### config.mk
export PLATFORM = sky130hd
export DESIGN_NAME = id_ex_control
export DESIGN_NICKNAME = d
export VERILOG_FILES = /design/src/rtl/id_ex_control.sv
export SDC_FILE = /design/constraint.sdc
export NUM_CORES = 1
export LEC_CHECK = 0
export ABC_AREA = 1
export CELL_PAD_IN_SITES_DETAIL_PLACEMENT = 0
export CELL_PAD_IN_SITES_GLOBAL_PLACEMENT = 1
export CORE_UTILIZATION = 34
export DETAILED_ROUTE_END_ITERATION = 8
export MAX_ROUTING_LAYER = met4
export PLACE_DENSITY = 0.91
export SLEW_MARGIN = 30
export SYNTH_ARGS = -nofsm -noshare
export SYNTH_HDL_FRONTEND = slang
export SYNTH_SLANG_ARGS = --single-unit
### constraint.sdc
create_clock -name clk -period 1.9 [get_ports clk]
set_input_delay 0.57 -clock clk [delete_from_list [all_inputs] [get_ports clk]]
set_output_delay 0.57 -clock clk [all_outputs]
set_load 0.005 [all_outputs]
### src/rtl/id_ex_control.sv
// ID-stage main decoder plus the ID/EX pipeline register.
// Handles load-use bubble insertion, flush, downstream hold and a
// saturating count of load-use stall cycles.
module id_ex_control #(
  parameter int CNT_W = 16
) (
  input  logic             clk,
  input  logic             rst_n,
  input  logic             id_valid_i,
  input  logic [31:0]      id_instr_i,
  input  logic             flush_i,
  input  logic             ex_hold_i,
  output logic             stall_o,
  output logic             ex_valid_o,
  output logic [1:0]       ex_alu_op_o,
  output logic [2:0]       ex_funct3_o,
  output logic [6:0]       ex_funct7_o,
  output logic             ex_alu_src_o,
  output logic             ex_reg_write_o,
  output logic             ex_mem_read_o,
  output logic             ex_mem_write_o,
  output logic             ex_mem_to_reg_o,
  output logic [4:0]       ex_rs1_o,
  output logic [4:0]       ex_rs2_o,
  output logic [4:0]       ex_rd_o,
  output logic [31:0]      ex_imm_o,
  output logic             ex_illegal_o,
  output logic [CNT_W-1:0] stall_cnt_o
);

  localparam logic [6:0] OP_R     = 7'b0110011;
  localparam logic [6:0] OP_IMM   = 7'b0010011;
  localparam logic [6:0] OP_LOAD  = 7'b0000011;
  localparam logic [6:0] OP_STORE = 7'b0100011;
  localparam logic [6:0] OP_LUI   = 7'b0110111;

  typedef struct packed {
    logic        valid;
    logic [1:0]  alu_op;
    logic [2:0]  funct3;
    logic [6:0]  funct7;
    logic        alu_src;
    logic        reg_write;
    logic        mem_read;
    logic        mem_write;
    logic        mem_to_reg;
    logic [4:0]  rs1;
    logic [4:0]  rs2;
    logic [4:0]  rd;
    logic [31:0] imm;
    logic        illegal;
  } ex_t;

  ex_t             dec, ex_d, ex_q;
  logic            use_rs1, use_rs2, ill, hazard;
  logic [6:0]      opc, f7;
  logic [2:0]      f3;
  logic [CNT_W-1:0] cnt_d, cnt_q;

  assign opc = id_instr_i[6:0];
  assign f3  = id_instr_i[14:12];
  assign f7  = id_instr_i[31:25];

  // Main decode: opcode -> control fields, immediate and source-use flags.
  always_comb begin
    dec     = '0;
    use_rs1 = 1'b0;
    use_rs2 = 1'b0;
    ill     = 1'b0;
    unique case (opc)
      OP_R: begin
        dec.alu_op    = 2'b00;
        dec.funct3    = f3;
        dec.funct7    = f7;
        dec.reg_write = 1'b1;
        dec.rs1       = id_instr_i[19:15];
        dec.rs2       = id_instr_i[24:20];
        dec.rd        = id_instr_i[11:7];
        use_rs1       = 1'b1;
        use_rs2       = 1'b1;
        if (f7 != 7'b0000000 && f7 != 7'b0100000) ill = 1'b1;
        if (f7 == 7'b0100000 && f3 != 3'b000 && f3 != 3'b101) ill = 1'b1;
      end
      OP_IMM: begin
        dec.alu_op    = 2'b00;
        dec.funct3    = f3;
        // Only shifts carry a real funct7; otherwise imm bits would alias SUB/SRA.
        dec.funct7    = (f3 == 3'b001 || f3 == 3'b101) ? f7 : 7'b0000000;
        dec.alu_src   = 1'b1;
        dec.reg_write = 1'b1;
        dec.rs1       = id_instr_i[19:15];
        dec.rd        = id_instr_i[11:7];
        dec.imm       = {{20{id_instr_i[31]}}, id_instr_i[31:20]};
        use_rs1       = 1'b1;
      end
      OP_LOAD: begin
        dec.alu_op     = 2'b01;
        dec.funct3     = f3;
        dec.alu_src    = 1'b1;
        dec.reg_write  = 1'b1;
        dec.mem_read   = 1'b1;
        dec.mem_to_reg = 1'b1;
        dec.rs1        = id_instr_i[19:15];
        dec.rd         = id_instr_i[11:7];
        dec.imm        = {{20{id_instr_i[31]}}, id_instr_i[31:20]};
        use_rs1        = 1'b1;
      end
      OP_STORE: begin
        dec.alu_op    = 2'b01;
        dec.funct3    = f3;
        dec.alu_src   = 1'b1;
        dec.mem_write = 1'b1;
        dec.rs1       = id_instr_i[19:15];
        dec.rs2       = id_instr_i[24:20];
        dec.imm       = {{20{id_instr_i[31]}}, id_instr_i[31:25], id_instr_i[11:7]};
        use_rs1       = 1'b1;
        use_rs2       = 1'b1;
      end
      OP_LUI: begin
        dec.alu_op    = 2'b10;
        dec.alu_src   = 1'b1;
        dec.reg_write = 1'b1;
        dec.rd        = id_instr_i[11:7];
        dec.imm       = {id_instr_i[31:12], 12'b0};
      end
      default: ill = 1'b1;
    endcase
    // LUI has no funct3 field (those bits are immediate), so it is exempt.
    if (opc != OP_LUI && f3 == 3'b011) ill = 1'b1;
    dec.valid   = 1'b1;
    dec.illegal = ill;
    if (ill) begin
      dec.reg_write  = 1'b0;
      dec.mem_read   = 1'b0;
      dec.mem_write  = 1'b0;
      dec.mem_to_reg = 1'b0;
    end
  end

  // Load-use hazard: a load in EX writes a register the ID instruction reads.
  always_comb begin
    hazard = ex_q.valid && ex_q.mem_read && (ex_q.rd != 5'd0) && id_valid_i &&
             ((use_rs1 && id_instr_i[19:15] == ex_q.rd) ||
              (use_rs2 && id_instr_i[24:20] == ex_q.rd));
  end

  assign stall_o = ex_hold_i | (hazard & ~flush_i);

  // Next ID/EX contents and stall counter: flush > hold > hazard > load.
  always_comb begin
    ex_d  = ex_q;
    cnt_d = cnt_q;
    if (flush_i) begin
      ex_d = '0;
    end else if (ex_hold_i) begin
      ex_d = ex_q;
    end else if (hazard) begin
      ex_d = '0;
      if (cnt_q != {CNT_W{1'b1}}) cnt_d = cnt_q + CNT_W'(1);
    end else if (id_valid_i) begin
      ex_d = dec;
    end else begin
      ex_d = '0;
    end
  end

  // ID/EX register and stall counter.
  always_ff @(posedge clk or negedge rst_n) begin
    if (!rst_n) begin
      ex_q  <= '0;
      cnt_q <= '0;
    end else begin
      ex_q  <= ex_d;
      cnt_q <= cnt_d;
    end
  end

  assign ex_valid_o      = ex_q.valid;
  assign ex_alu_op_o     = ex_q.alu_op;
  assign ex_funct3_o     = ex_q.funct3;
  assign ex_funct7_o     = ex_q.funct7;
  assign ex_alu_src_o    = ex_q.alu_src;
  assign ex_reg_write_o  = ex_q.reg_write;
  assign ex_mem_read_o   = ex_q.mem_read;
  assign ex_mem_write_o  = ex_q.mem_write;
  assign ex_mem_to_reg_o = ex_q.mem_to_reg;
  assign ex_rs1_o        = ex_q.rs1;
  assign ex_rs2_o        = ex_q.rs2;
  assign ex_rd_o         = ex_q.rd;
  assign ex_imm_o        = ex_q.imm;
  assign ex_illegal_o    = ex_q.illegal;
  assign stall_cnt_o     = cnt_q;

endmodule

Yosys cells after proc, flatten, opt, wreduce, memory -nomap -nowiden
Cells that the tools add are included.
Word-level totals
  register bits: 82
  output and inout bits: 83
Cells by class
  add/subtract/negate cells: 1
  eq/ne operators: 16
  muxes and demuxes: 23
  bitwise gates (word level): 4
  reductions and logical operators: 22
Operator list (count)
  two-way mux 66 bit: 4
  one-hot mux 32 bit (3 select lines): 1
  == test 7 x 6 -> 1 bit, second input constant: 4
  adder 16 x 1 -> 16 bit, second input constant: 1
  inequality test 16 bit, second input constant: 1
  two-way mux 5 bit: 3
  inequality test 7 x 6 -> 1 bit, second input constant: 2
  one-hot mux 7 bit (2 select lines): 1
  OR reduction 4 bit: 3
  == test 5 bit: 2
  logical AND 1 bit: 10
  two-way mux 1 bit: 9
  == test 7 x 2 -> 1 bit, second input constant: 1
  == test 7 x 5 -> 1 bit, second input constant: 1
  two-way mux 7 bit: 1
  nonzero test 7 bit: 1
  OR reduction 2 bit: 3
  nonzero test 5 bit: 1
  two-way mux 4 bit: 1
  one-hot mux 2 bit (2 select lines): 1
  AND reduction 4 bit: 1
  == test 3 x 1 -> 1 bit, second input constant: 1
  == test 3 x 2 -> 1 bit, second input constant: 1
  == test 3 bit, second input constant: 1
  other kinds (9): 11

Longest topological paths before layout
Gate-level depths: netlist of the first run.
  depth after elaboration: 11
  mapped depth: 13
  depth with buffers taken out: 12

Worst setup path after synthesis of the first run
No wires, ideal clock.
  path kind: input to output
  from: input id_instr_i[1]
  to: output stall_o
  arrival time: 1.392 ns
  slack: -0.062 ns
  stages: 6
  path through: nand2_1 nor3_4 nand2_2 nor2_2 nand2_2 o21ai_0
Between the ends
  word-level cells in the longest chain between the ends: 8
Ends and longest elaborated chain
  from (decl): line 10  | input logic [31:0] id_instr_i,
  == test 7 x 6 -> 1 bit (tied with other cells): line 70  | unique case (opc)
  OR reduction 4 bit (no line) / OR reduction 2 bit (equally long branches)
  two-way mux 1 bit: line 70
  logical AND 1 bit, on equally long branches: line 143, 144
  logical OR 1 bit (*): line 143  | ((use_rs1 && id_instr_i[19:15] == ex_q.rd) ||
  logical AND 1 bit (*): line 142  | hazard = ex_q.valid && ex_q.mem_read && (ex_q.rd != 5'd0) && id_valid_i &&
  bitwise AND 1 bit (*): line 147  | assign stall_o = ex_hold_i | (hazard & ~flush_i);
  bitwise OR 1 bit (*): line 147
  to (decl): line 13  | output logic stall_o,
Mark *: on every way between the ends. The rest lies on a longest branch, timed or not.

Worst setup path after layout of the first run
  from: register ex_q, in the netlist ex_rd_o[2]
  to: output stall_o
Between the ends
  word-level cells in the longest chain between the ends: 6
Ends and longest elaborated chain
  from (decl): line 54  | ex_t dec, ex_d, ex_q;
  from (signal assigned): line 170  | ex_q <= '0;
  from (signal assigned): line 173  | ex_q <= ex_d;
  == test 5 bit (tied with other cells): line 143
  logical AND 1 bit, on equally long branches: line 143, 142, 144
  logical OR 1 bit / logical AND 1 bit (equally long branches): line 143, 142
  logical AND 1 bit (*): line 142
  bitwise AND 1 bit (*): line 147
  bitwise OR 1 bit (*): line 147
Marks and branches as above.

==> metrics.csv, run 1 <==
metric,value,unit
max-cap viol count,0,
GRT overflow,0,
largest cells by area after synthesis,"dfrtp_1, nand2_1, o21ai_0",
CTS tree,built,
total number of vias,4255,
Final HPWL DP,9.309,mm
core box area,0.01147,mm²
failing checks,negative setup slack,
r2r setup slk,0.08,ns
crit path DAT,1.56,ns
initial antenna violation count,0,
number of remaining DRC errors,0,
initial DRC count,279,
Routed WL,12.66,mm
Cell Pwr Density,584.7,mW/mm²
Synth top area share,50.58,%
syn avg cell area,7.505,µm²
pins over their slew limit,0,
clock sinks,81,
TritonRoute pass-1 iters,5,
"flops & latches, synth",81,
wire length of the first global-routing pass,21.09,mm
"EDFF count, synth",0,
syn nets,572,
ys async rst share,100.0,%
DP Area,0.005832,mm²
Least-Margin Pin Slew,0.4548,ns
P_leak,0.003268,µW
kind of critical path,flip-flop to output port,
Final Hold Fails,0,
Die ar.,0.01223,mm²
Final Cell Area,0.006422,mm²
# setup viols final,1,
area of the mapped netlist,0.004008,mm²
vias in the first global route,4263,
fin util,56.01,%
ANT nets after route,0,
sequential power share,46.1,%
Logic pwr share,9.5,%
sequential fraction of the synthesis area,50.58,%
fill cell count,1032,
die width,110.6,µm
Clock Skew,0.004849,ns
largest net degree at the start of global routing,37,
total power draw,3755,µW
clock share of power,44.4,%
switching pwr,842.1,µW
cell mode on critical path,nand2_1,
# rows,39,
root buffer cell,clkbuf_16,
post-synth top area cell,dfrtp_1,
gpl congestion,0.8996,
Max clock buf depth,2,
Initial Util,34.95,%
outcome,"complete, but fails checks",
Synth-to-Final Area Change,60.26,%
Post-layout nets,779,
most frequent cells in the layout,"nand2_1, clkdlybuf4s50_1, buf_4",
setup TNS,-0.2289,ns
cts bufs inserted,9,
Antenna Cells,0,
Slew HR,69.68,%
min cycle time layout,2.129,ns
Critical Path Sink Type,output port,
fin worst setup slack,-0.2289,ns
"Slowest-stage cell, CP",dfrtp_1,
Internal,2913,µW
Synthesis Warnings,0,
GRT Util Overall,22.25,%
I/O Pins,120,
Peak VDD IR,0.0003746,V
drt wl/cell,14.26,µm
die span in y,110.6,µm
CTS HTree Levels,3,
Worst-Skew Late Latency,0.33,ns
Cells after Synth,534,
HP Class,input pin to async pin,
drt via density,4.792,
top_reg_cell synth,dfrtp_1,
Worst Path Max Fanout,4,
layout cell share with drive strength beyond 1,21.61,%
# port buffers,119,
RSZ-0062 raised after global routing,yes,
Clock Pin Slew Worst Setup and Hold Paths,0.06,ns
worst endpoint required time,1.33,ns
max incr delay on CP,0.41,ns
CP Cell Sequence,inv_2 -> nand2_1 -> nand2_1 -> nor2_1 -> nand3_1 -> nand2_2 -> nand2_4 -> o21ai_2 -> buf_2,
Tcrit/Tclk final,112.0,%
Max Freq,469.7,MHz
"commonest non-fill, non-tap cell in the layout",nand2_1,
Cell variety after synth,30,
sw frac,22.42,%
CP startpoint kind,flip-flop,
-- critical path, delay by kind of cell, from the launching register on --
family          cells  cell delay [ns]
compound gates      1             0.09
flops               1             0.41
buf+inv             2             0.20
simple gates        6             0.52
-- cells by family (layout without fill, tap and decap cells) --
group	Yosys count	in the layout	synth area share, %
AO/OA/AOI/OAI	57	57	7.274
flip-flops	81	81	50.58
adder cells (fa/ha/maj)	1	1	0.3122
XOR/XNOR	5	5	1.093
AND/OR/NAND/NOR	319	319	33.25
buffers and inverters	71	282	7.493
-- state kept, by name, indices dropped and copies added (netlist names), 2 cells and up --
name,cells
ex_imm_o,32
stall_cnt_o,16
ex_funct7_o,7
ex_rd_o,5
ex_rs1_o,5
ex_rs2_o,5
ex_funct3_o,3
ex_alu_op_o,2
-- cells in the mapped netlist (2+ instances only) --
master / n
nand4_1: 5
o21ai_0: 50
xor2_1: 4
nand2_2: 3
clkbuf_1: 8
buf_2: 3
buf_6: 2
nor3_1: 5
buf_4: 4
nand3b_1: 4
nand2_1: 225
nor2_2: 2
nor2_1: 42
inv_1: 49
dfrtp_1: 81
inv_2: 4
nand3_1: 26
o22ai_1: 5
-- metrics by stage --
step	setup slack (ns)	hold slack [ns]	cells
finish	-0.2289	0.1844	888
global route	-0.3690	0.2060	888
CTS	-0.2277	0.1884	887
detailed placement	-0.9690	0.4649	843
global placement	-0.9540	0.4661	843
floorplan	0.003824	0.2744	534
-- power by group through the flow --
stage               Sequential (µW)  Clock [µW]  Combinational [µW]
global placement               1760           0                 318
global route                   1730        1780                 389
floorplan                      1760           0                83.5
CTS                            1730        1710                 351
finish                         1730        1670                 355
detailed placement             1760           0                 322
-- layer usage --
layer | share of wire [%] | vias up | global-route usage [%] | wire, µm
met4 | 2.8 | 0 | 8.267 | 352
met5 | 0 | - | - | 0
met2 | 46 | 160 | 34.04 | 5841
met1 | 46 | 1976 | 29.40 | 5876
li1 | - | 2088 | - | -
met3 | 4.7 | 31 | 4.171 | 593
-- worst paths after layout --
check                                                  end  cells after the start                    start
worst max register to register  stall_cnt_o[3]$_DFFE_PN0P_                     12   ex_rd_o[2]$_DFFE_PN0P_
worst min-delay path            stall_cnt_o[9]$_DFFE_PN0P_                      1                    rst_n
min in group clk                   ex_rs2_o[3]$_DFFE_PN0P_                      2  ex_rs2_o[3]$_DFFE_PN0P_
worst min register to register     ex_rs2_o[3]$_DFFE_PN0P_                      2  ex_rs2_o[3]$_DFFE_PN0P_
worst max-delay path                               stall_o                      9   ex_rd_o[2]$_DFFE_PN0P_
max in group asynchronous       ex_funct7_o[1]$_DFFE_PN0P_                      2                    rst_n
-- timing repair --
item / 4_1_cts / 5_1_grt
hold buffers: 0 / 0
pin swaps: 18 / 9
setup endpoints to repair: 85 / 51
setup buffers: 29 / 4
gates resized for setup: 61 / 29
-- area by class of cell --
type | instances | area [µm²] | share of cell area, %
sequential | 81 | 2033 | 31.66
inverter | 54 | 205.2 | 3.195
multi-input combinational | 382 | 1770 | 27.57
timing repair buffer | 213 | 1956 | 30.45
clock inverter | 3 | 42.54 | 0.6624
tap | 143 | 178.9 | 2.786
clock buffer | 12 | 236.5 | 3.682
Note: power is estimated with default switching activity, not from simulation.
==> run 2, diff against run 1 <==
--- a/config.mk
+++ b/config.mk
@@ -6,6 +6,7 @@
 export NUM_CORES = 1
 export LEC_CHECK = 0
 export ABC_AREA = 1
+export CAP_MARGIN = 20
 export CELL_PAD_IN_SITES_DETAIL_PLACEMENT = 0
 export CELL_PAD_IN_SITES_GLOBAL_PLACEMENT = 1
 export CORE_UTILIZATION = 34
==> results of run 2 <==
Final layout, timing and power as in run 1 (identical DEF).
